[src/rtl/cordic_engine.sv]
`default_nettype none
// ============================================================================
// Module   : cordic_engine
// Purpose  : Iterative CORDIC engine, one operation in flight at a time.
//            Rotation mode (mode=0) rotates (x_in,y_in) by angle z_in.
//            Vectoring mode (mode=1) returns magnitude and atan2(y_in,x_in).
//            Full-circle coverage through quadrant pre-rotation on load;
//            optional gain compensation by K on the final result.
// Ports    : clk, arst            - clock, asynchronous active-high reset
//            mode, in_valid/ready - operand handshake, x_in/y_in/z_in operands
//            out_valid/ready      - result handshake, x_out/y_out/z_out results
//            range_err            - rotation angle was clamped to +/-pi
//            busy                 - operation in progress or result pending
// Revision : 1.0 - initial release
// ============================================================================
module cordic_engine #(
    parameter int DATA_WIDTH = 16,
    parameter int FRAC_BITS  = 11,   // must be 1..32
    parameter int N_ITER     = 16,   // 4..min(DATA_WIDTH,32)
    parameter int GUARD      = 2,
    parameter int GAIN_COMP  = 1
) (
    input  logic                  clk,
    input  logic                  arst,
    input  logic                  mode,
    input  logic                  in_valid,
    output logic                  in_ready,
    input  logic [DATA_WIDTH-1:0] x_in,
    input  logic [DATA_WIDTH-1:0] y_in,
    input  logic [DATA_WIDTH-1:0] z_in,
    output logic                  out_valid,
    input  logic                  out_ready,
    output logic [DATA_WIDTH-1:0] x_out,
    output logic [DATA_WIDTH-1:0] y_out,
    output logic [DATA_WIDTH-1:0] z_out,
    output logic                  range_err,
    output logic                  busy
);

    localparam int c_xw = DATA_WIDTH + GUARD;
    localparam int c_zw = DATA_WIDTH + 1;
    localparam int c_pw = c_xw + c_zw;       // gain product / saturation width
    localparam int c_cw = $clog2(N_ITER);
    localparam int c_sh = 32 - FRAC_BITS;

    // round(atan(2^-i) * 2^32); beyond i=10 the value rounds to 2^(32-i)
    function automatic logic [63:0] atan_q32(input int i);
        case (i)
            0:       return 64'd3373259426;
            1:       return 64'd1991351318;
            2:       return 64'd1052175346;
            3:       return 64'd534100635;
            4:       return 64'd268086748;
            5:       return 64'd134174063;
            6:       return 64'd67103403;
            7:       return 64'd33553749;
            8:       return 64'd16777131;
            9:       return 64'd8388597;
            10:      return 64'd4194303;
            default: return 64'd1 << (32 - i);
        endcase
    endfunction

    // Q32 -> Q(FRAC_BITS) with round-half-up
    function automatic logic [63:0] q32(input logic [63:0] v);
        if (c_sh == 0) return v;
        return (v + (64'd1 << (c_sh - 1))) >> c_sh;
    endfunction

    localparam logic signed [c_zw-1:0] c_pi    = c_zw'(q32(64'd13493037705));
    localparam logic signed [c_zw-1:0] c_pi_2  = c_zw'(q32(64'd6746518852));
    localparam logic signed [c_pw-1:0] c_k     = c_pw'(q32(64'd2608131497));
    localparam logic signed [c_pw-1:0] c_half  = c_pw'(64'd1 << (FRAC_BITS - 1));
    localparam logic signed [c_pw-1:0] c_smax  = c_pw'((64'd1 << (DATA_WIDTH - 1)) - 64'd1);
    localparam logic signed [c_pw-1:0] c_smin  = ~c_smax;
    localparam logic [c_cw-1:0]        c_last  = c_cw'(N_ITER - 1);

    localparam logic [1:0] c_st_idle = 2'd0;
    localparam logic [1:0] c_st_iter = 2'd1;
    localparam logic [1:0] c_st_done = 2'd2;

    function automatic logic [DATA_WIDTH-1:0] sat(input logic signed [c_pw-1:0] v);
        if (v > c_smax) return c_smax[DATA_WIDTH-1:0];
        if (v < c_smin) return c_smin[DATA_WIDTH-1:0];
        return v[DATA_WIDTH-1:0];
    endfunction

    logic [1:0]                r_state;
    logic [c_cw-1:0]           r_iter;
    logic signed [c_xw-1:0]    r_x, r_y;
    logic signed [c_zw-1:0]    r_z;
    logic [DATA_WIDTH-1:0]     r_x_out, r_y_out, r_z_out;
    logic                      r_err;

    logic                      w_accept;
    logic signed [c_xw-1:0]    w_xe, w_ye;
    logic signed [c_zw-1:0]    w_ze, w_zc;
    logic signed [c_xw-1:0]    w_ld_x, w_ld_y;
    logic signed [c_zw-1:0]    w_ld_z;
    logic                      w_ld_err;
    logic signed [c_zw-1:0]    w_atan_tab [N_ITER];
    logic signed [c_zw-1:0]    w_atan;
    logic                      w_d_pos;
    logic signed [c_xw-1:0]    w_xsh, w_ysh, w_x_n, w_y_n;
    logic signed [c_zw-1:0]    w_z_n;
    logic signed [c_pw-1:0]    w_gx, w_gy;

    assign in_ready  = (r_state == c_st_idle) | ((r_state == c_st_done) & out_ready);
    assign w_accept  = in_valid & in_ready;
    assign out_valid = (r_state == c_st_done);
    assign busy      = (r_state != c_st_idle);
    assign x_out     = r_x_out;
    assign y_out     = r_y_out;
    assign z_out     = r_z_out;
    assign range_err = r_err;

    for (genvar gi = 0; gi < N_ITER; gi++) begin : g_atan_tab
        assign w_atan_tab[gi] = c_zw'(q32(atan_q32(gi)));
    end

    // Quadrant pre-rotation so the micro-rotations only need to cover +/-pi/2
    assign w_xe = c_xw'($signed(x_in));
    assign w_ye = c_xw'($signed(y_in));
    assign w_ze = c_zw'($signed(z_in));

    always_comb begin
        w_ld_x   = w_xe;
        w_ld_y   = w_ye;
        w_ld_z   = '0;
        w_ld_err = 1'b0;
        w_zc     = w_ze;
        if (!mode) begin
            if (w_ze > c_pi) begin
                w_zc     = c_pi;
                w_ld_err = 1'b1;
            end else if (w_ze < -c_pi) begin
                w_zc     = -c_pi;
                w_ld_err = 1'b1;
            end
            w_ld_z = w_zc;
            if (w_zc > c_pi_2) begin
                w_ld_x = -w_ye;
                w_ld_y = w_xe;
                w_ld_z = w_zc - c_pi_2;
            end else if (w_zc < -c_pi_2) begin
                w_ld_x = w_ye;
                w_ld_y = -w_xe;
                w_ld_z = w_zc + c_pi_2;
            end
        end else if (w_xe[c_xw-1]) begin
            if (!w_ye[c_xw-1]) begin
                w_ld_x = w_ye;
                w_ld_y = -w_xe;
                w_ld_z = c_pi_2;
            end else begin
                w_ld_x = -w_ye;
                w_ld_y = w_xe;
                w_ld_z = -c_pi_2;
            end
        end
    end

    // One micro-rotation from the current register values
    assign w_atan  = w_atan_tab[r_iter];
    assign w_d_pos = mode ? r_y[c_xw-1] : ~r_z[c_zw-1];
    assign w_xsh   = r_x >>> r_iter;
    assign w_ysh   = r_y >>> r_iter;
    assign w_x_n   = w_d_pos ? (r_x - w_ysh)  : (r_x + w_ysh);
    assign w_y_n   = w_d_pos ? (r_y + w_xsh)  : (r_y - w_xsh);
    assign w_z_n   = w_d_pos ? (r_z - w_atan) : (r_z + w_atan);

    if (GAIN_COMP != 0) begin : g_gain
        assign w_gx = (c_pw'(w_x_n) * c_k + c_half) >>> FRAC_BITS;
        assign w_gy = (c_pw'(w_y_n) * c_k + c_half) >>> FRAC_BITS;
    end else begin : g_raw
        assign w_gx = c_pw'(w_x_n);
        assign w_gy = c_pw'(w_y_n);
    end

    always_ff @(posedge clk or posedge arst) begin
        if (arst) begin
            r_state <= c_st_idle;
            r_iter  <= '0;
            r_x     <= '0;
            r_y     <= '0;
            r_z     <= '0;
            r_x_out <= '0;
            r_y_out <= '0;
            r_z_out <= '0;
            r_err   <= 1'b0;
        end else if (w_accept) begin
            r_state <= c_st_iter;
            r_iter  <= '0;
            r_x     <= w_ld_x;
            r_y     <= w_ld_y;
            r_z     <= w_ld_z;
            r_err   <= w_ld_err;
        end else begin
            case (r_state)
                c_st_iter: begin
                    r_x <= w_x_n;
                    r_y <= w_y_n;
                    r_z <= w_z_n;
                    if (r_iter == c_last) begin
                        r_state <= c_st_done;
                        r_iter  <= '0;
                        r_x_out <= sat(w_gx);
                        r_y_out <= sat(w_gy);
                        r_z_out <= sat(c_pw'(w_z_n));
                    end else begin
                        r_iter <= r_iter + c_cw'(1);
                    end
                end
                c_st_done: begin
                    if (out_ready) r_state <= c_st_idle;
                end
                c_st_idle: ;
                default:   r_state <= c_st_idle;
            endcase
        end
    end

endmodule
`default_nettype wire

[config.mk]
export PLATFORM = sky130hd
export DESIGN_NAME = cordic_engine
export DESIGN_NICKNAME = d
export VERILOG_FILES = /design/src/rtl/cordic_engine.sv
export SDC_FILE = /design/constraint.sdc
export NUM_CORES = 1
export LEC_CHECK = 0
export ABC_AREA = 1
export CAP_MARGIN = 15
export CORE_UTILIZATION = 60
export CTS_CLUSTER_DIAMETER = 80
export CTS_CLUSTER_SIZE = 12
export DETAILED_ROUTE_END_ITERATION = 16
export PLACE_DENSITY = 0.8
export SLEW_MARGIN = 20
export SYNTH_ARGS = -nofsm -noshare
export SYNTH_HDL_FRONTEND = slang
export SYNTH_SLANG_ARGS = --single-unit
[constraint.sdc]
create_clock -name clk -period 13.8 [get_ports clk]
set_input_delay 3.45 -clock clk [delete_from_list [all_inputs] [get_ports clk]]
set_output_delay 3.45 -clock clk [all_outputs]
set_load 0.01 [all_outputs]
==> impl_metrics.prom <==
# TYPE chip_impl_metric gauge
chip_impl_metric{name="chipWidth",unit="µm"} 190
chip_impl_info{name="post_synthesis_cell_type_with_the_largest_combined_area",value="sky130_fd_sc_hd__nand2_1"} 1
chip_impl_metric{name="critical_path_at",unit="ps"} 13260
chip_impl_metric{name="post_layout_nonfiller_instances",unit=""} 3731
chip_impl_metric{name="multiInputGateArea",unit="mm²"} 0.0158
chip_impl_metric{name="synthesis_stage_register_bit_count",unit=""} 108
chip_impl_metric{name="grt_pass1_vias",unit=""} 20700
chip_impl_metric{name="finClkSkew",unit="ps"} 14.9
chip_impl_metric{name="final.setup.worst_slack",unit="ps"} 782
chip_impl_info{name="ctsRootBufferMaster",value="sky130_fd_sc_hd__clkbuf_16"} 1
chip_impl_metric{name="hold_violations",unit=""} 0
chip_impl_info{name="synth_area_leaders",value="sky130_fd_sc_hd__nand2_1 14%, sky130_fd_sc_hd__dfrtp_1 13%, sky130_fd_sc_hd__ha_1 13%, sky130_fd_sc_hd__fa_1 12%, sky130_fd_sc_hd__inv_1 9.7%"} 1
chip_impl_info{name="top_usage_layer",value="met2"} 1
chip_impl_metric{name="synth.net_count",unit=""} 3627
chip_impl_metric{name="number_of_clock_buffers_inserted_by_tritoncts",unit=""} 9
chip_impl_metric{name="boundaryPins",unit=""} 105
chip_impl_metric{name="routed_wirelength",unit="µm"} 64200
chip_impl_metric{name="regArea",unit="mm²"} 0.00270
chip_impl_metric{name="dr.pass1.iters",unit=""} 5
chip_impl_metric{name="grt_start_max_net_pins",unit=""} 75
chip_impl_metric{name="netlist_area",unit="mm²"} 0.0211
chip_impl_metric{name="synth_simple_gate_area_share",unit="%"} 27.3
chip_impl_metric{name="cts.clk_slew.worst_paths",unit="ps"} 80
chip_impl_metric{name="r2r_cell_count",unit=""} 54
chip_impl_metric{name="synth_fa_ha_area_share",unit="%"} 24.6
chip_impl_metric{name="final_core_util",unit="%"} 65.7
chip_impl_metric{name="start_util",unit="%"} 61.0
chip_impl_metric{name="maximum_buffer_depth_of_the_clock_tree",unit=""} 2
chip_impl_metric{name="synth_compound_area_share",unit="%"} 15.7
chip_impl_info{name="synth_top_flop_cell",value="sky130_fd_sc_hd__dfrtp_1"} 1
chip_impl_metric{name="detailroute.via_count",unit=""} 21400
chip_impl_info{name="critical_path.endpoint_type",value="flop"} 1
chip_impl_metric{name="largest_stage_delay_on_the_critical_path",unit="ps"} 650
chip_impl_metric{name="fp.dieH",unit="µm"} 190
chip_impl_metric{name="dp.final_hpwl",unit="µm"} 51500
chip_impl_metric{name="cp_data_required_time",unit="ps"} 14040
chip_impl_info{name="critical_path_class",value="input pin to flop"} 1
chip_impl_metric{name="gpl.final_weighted_congestion",unit=""} 1.03
chip_impl_metric{name="drt_iter0_drc",unit=""} 1543
chip_impl_metric{name="worst_pin_slew",unit="ps"} 993
chip_impl_metric{name="met1_grt_util",unit="%"} 47.4
chip_impl_info{name="worst_hold_path_type",value="flop to flop"} 1
chip_impl_info{name="status",value="finished clean"} 1
chip_impl_metric{name="synth_cell_types",unit=""} 63
chip_impl_metric{name="areaGrowthSynthToFinish",unit="%"} 7.72
chip_impl_metric{name="slew_headroom",unit="%"} 33.8
chip_impl_metric{name="placement.io_buffers",unit=""} 104
chip_impl_metric{name="hold_depth",unit=""} 2
chip_impl_metric{name="setup-violations-final",unit=""} 0
chip_impl_info{name="yosysMostFrequentCell",value="sky130_fd_sc_hd__nand2_1"} 1
chip_impl_metric{name="globalRoute.totalOverflow",unit=""} 0
chip_impl_metric{name="fp.coreArea",unit="mm²"} 0.0346
chip_impl_info{name="worst_setup_path_start_kind",value="input pin"} 1
chip_impl_metric{name="clock_latency",unit="ps"} 380
chip_impl_info{name="critical_path.most_common_cell",value="sky130_fd_sc_hd__nand2_1"} 1
chip_impl_metric{name="yosysWarningCount",unit=""} 0
chip_impl_metric{name="synth.mux.area_fraction",unit="%"} 0.0474
chip_impl_metric{name="wire_length_per_cell_after_detailed_routing",unit="µm"} 17.2
chip_impl_metric{name="drive_above_1_share",unit="%"} 4.52
chip_impl_metric{name="maxSlewViolCount",unit=""} 0
chip_impl_metric{name="num-nets-final",unit=""} 3665
chip_impl_metric{name="grt_antenna_before_repair",unit=""} 3
chip_impl_metric{name="drt_drc_violations_left",unit=""} 0
chip_impl_metric{name="layout.filler_cells",unit=""} 3243
chip_impl_metric{name="core.rowCount",unit=""} 68
chip_impl_metric{name="max_cap_viol_count",unit=""} 0
chip_impl_info{name="ys_top_cells_by_count",value="810 x sky130_fd_sc_hd__nand2_1, 548 x sky130_fd_sc_hd__inv_1, 218 x sky130_fd_sc_hd__nor2_1"} 1
chip_impl_info{name="unrepaired_setup_endpoints_after_global_routing",value="no"} 1
chip_impl_metric{name="grt_util_met2",unit="%"} 60.6
chip_impl_metric{name="synth_xor_xnor_area_share",unit="%"} 7.13
chip_impl_metric{name="cts.htree.levels",unit=""} 3
chip_impl_metric{name="cts.sinks",unit=""} 108
chip_impl_metric{name="setup_total_negative_slack",unit="ps"} 0
chip_impl_metric{name="synth_top_area_share",unit="%"} 14.4
chip_impl_info{name="critPathSlowestCell",value="sky130_fd_sc_hd__inv_1"} 1
chip_impl_metric{name="synth-edff-count",unit=""} 0
chip_impl_info{name="cts_tree",value="done"} 1
chip_impl_metric{name="routed_via_density",unit=""} 5.74
chip_impl_metric{name="design.die.area",unit="mm²"} 0.0360
chip_impl_metric{name="synth.avg_cell_area",unit="µm²"} 6.53
chip_impl_metric{name="placed_cell_count",unit=""} 3714
chip_impl_metric{name="globalRouteTotalUtil",unit="%"} 36.2
chip_impl_metric{name="grt_first_pass_wirelength",unit="µm"} 104000
chip_impl_metric{name="gr-usage-met3",unit="%"} 4.98
chip_impl_metric{name="path_max_fanout",unit=""} 24
chip_impl_metric{name="netlist_instances",unit=""} 3233
chip_impl_metric{name="timing.final.crit_period",unit="ps"} 13020
chip_impl_metric{name="post_cts_buffers",unit=""} 0
chip_impl_metric{name="synth.yosys.seq_area_share",unit="%"} 12.8
chip_impl_metric{name="postSynth.asyncResetShare",unit="%"} 100
chip_impl_metric{name="fmax",unit="GHz"} 0.0768
chip_impl_metric{name="post_cts_resized",unit=""} 0
chip_impl_info{name="synth_top_family_by_area",value="simple AND/OR/NAND/NOR gates"} 1
chip_impl_metric{name="post-route-period-util",unit="%"} 94.3
chip_impl_metric{name="detail-route-antenna-nets",unit=""} 0
chip_impl_metric{name="place_worst_setup_slack",unit="ps"} 558
chip_impl_metric{name="ctsHoldBuffers",unit=""} 0
[sequential cells by signal, indices dropped and copies added, names as in the netlist, 2 cells and up]
name	flops
r_iter	4
r_state	2
r_x	18
r_y	18
r_z	17
x_out	16
y_out	16
z_out	16
[final timing paths]
check                           startpoint        end  slack [ps]
worst max register to register   r_iter[0]   y_out[2]        2030
max in group asynchronous             arst     r_y[9]        9330
worst min register to register   y_out[12]  y_out[12]         480
min in group asynchronous             arst   x_out[6]        3430
worst min-delay path             y_out[12]  y_out[12]         480
worst max-delay path                  mode  x_out[14]         780
[layout make-up]
| class | instances | area share, % |
|---|---|---|
| multi-input cells | 2459 | 69.5 |
| flip-flops and latches | 108 | 11.9 |
| inverters | 566 | 9.37 |
| repair buffers | 127 | 5.42 |
| well taps | 455 | 2.50 |
| clock buffers | 11 | 1.07 |
| clock inverters | 4 | 0.247 |
| diodes | 1 | 0.0110 |
[cells in the final DEF (no fill, tap or decap), types with 41 or more instances in the layout]
master | netlist | layout
sky130_fd_sc_hd__nor2_1 | 218 | 217
sky130_fd_sc_hd__o21ai_0 | 207 | 206
sky130_fd_sc_hd__dfrtp_1 | 108 | 108
sky130_fd_sc_hd__a21oi_1 | 199 | 199
sky130_fd_sc_hd__xor2_1 | 129 | 129
sky130_fd_sc_hd__xnor2_1 | 41 | 41
sky130_fd_sc_hd__clkdlybuf4s50_1 | 0 | 104
sky130_fd_sc_hd__inv_1 | 548 | 546
sky130_fd_sc_hd__nand3_1 | 194 | 194
sky130_fd_sc_hd__nand2_1 | 810 | 810
sky130_fd_sc_hd__fa_1 | 125 | 125
sky130_fd_sc_hd__ha_1 | 216 | 216
[critical path, delay by kind of cell]
kind | cells | cell delay [ps]
xor+xnor | 3 | 950
buf+inv | 8 | 1480
simple gates | 20 | 2580
fa+ha+maj | 7 | 2980
compound gates | 8 | 1780
[cell families (layout without fill, tap and decap cells)]
group,after synthesis,after routing
buffers and inverters,666,708
DFF,108,108
xor gates and xnor gates,171,171
AOI/OAI and AO/OA,580,580
other,0,1
muxes,1,1
adders and majority gates,341,341
and+or+nand+nor,1366,1366
[routing by layer]
metal  part of all wire (%)  routed length, µm
met4                    3.3               2120
met3                    7.8               5030
met5                  0.019                 12
met1                     42              27200
met2                     46              29800
[through the flow]
stage / area (µm²) / hold slack (ps)
after floorplan: 21100 / 476
after global placement: 22400 / 461
after detailed placement: 22400 / 464
after CTS: 22700 / 485
after global routing: 22700 / 501
final: 22800 / 481
Power is not shown: default switching activity piles up to over one toggle a cycle in this logic, so the estimate is an artifact.
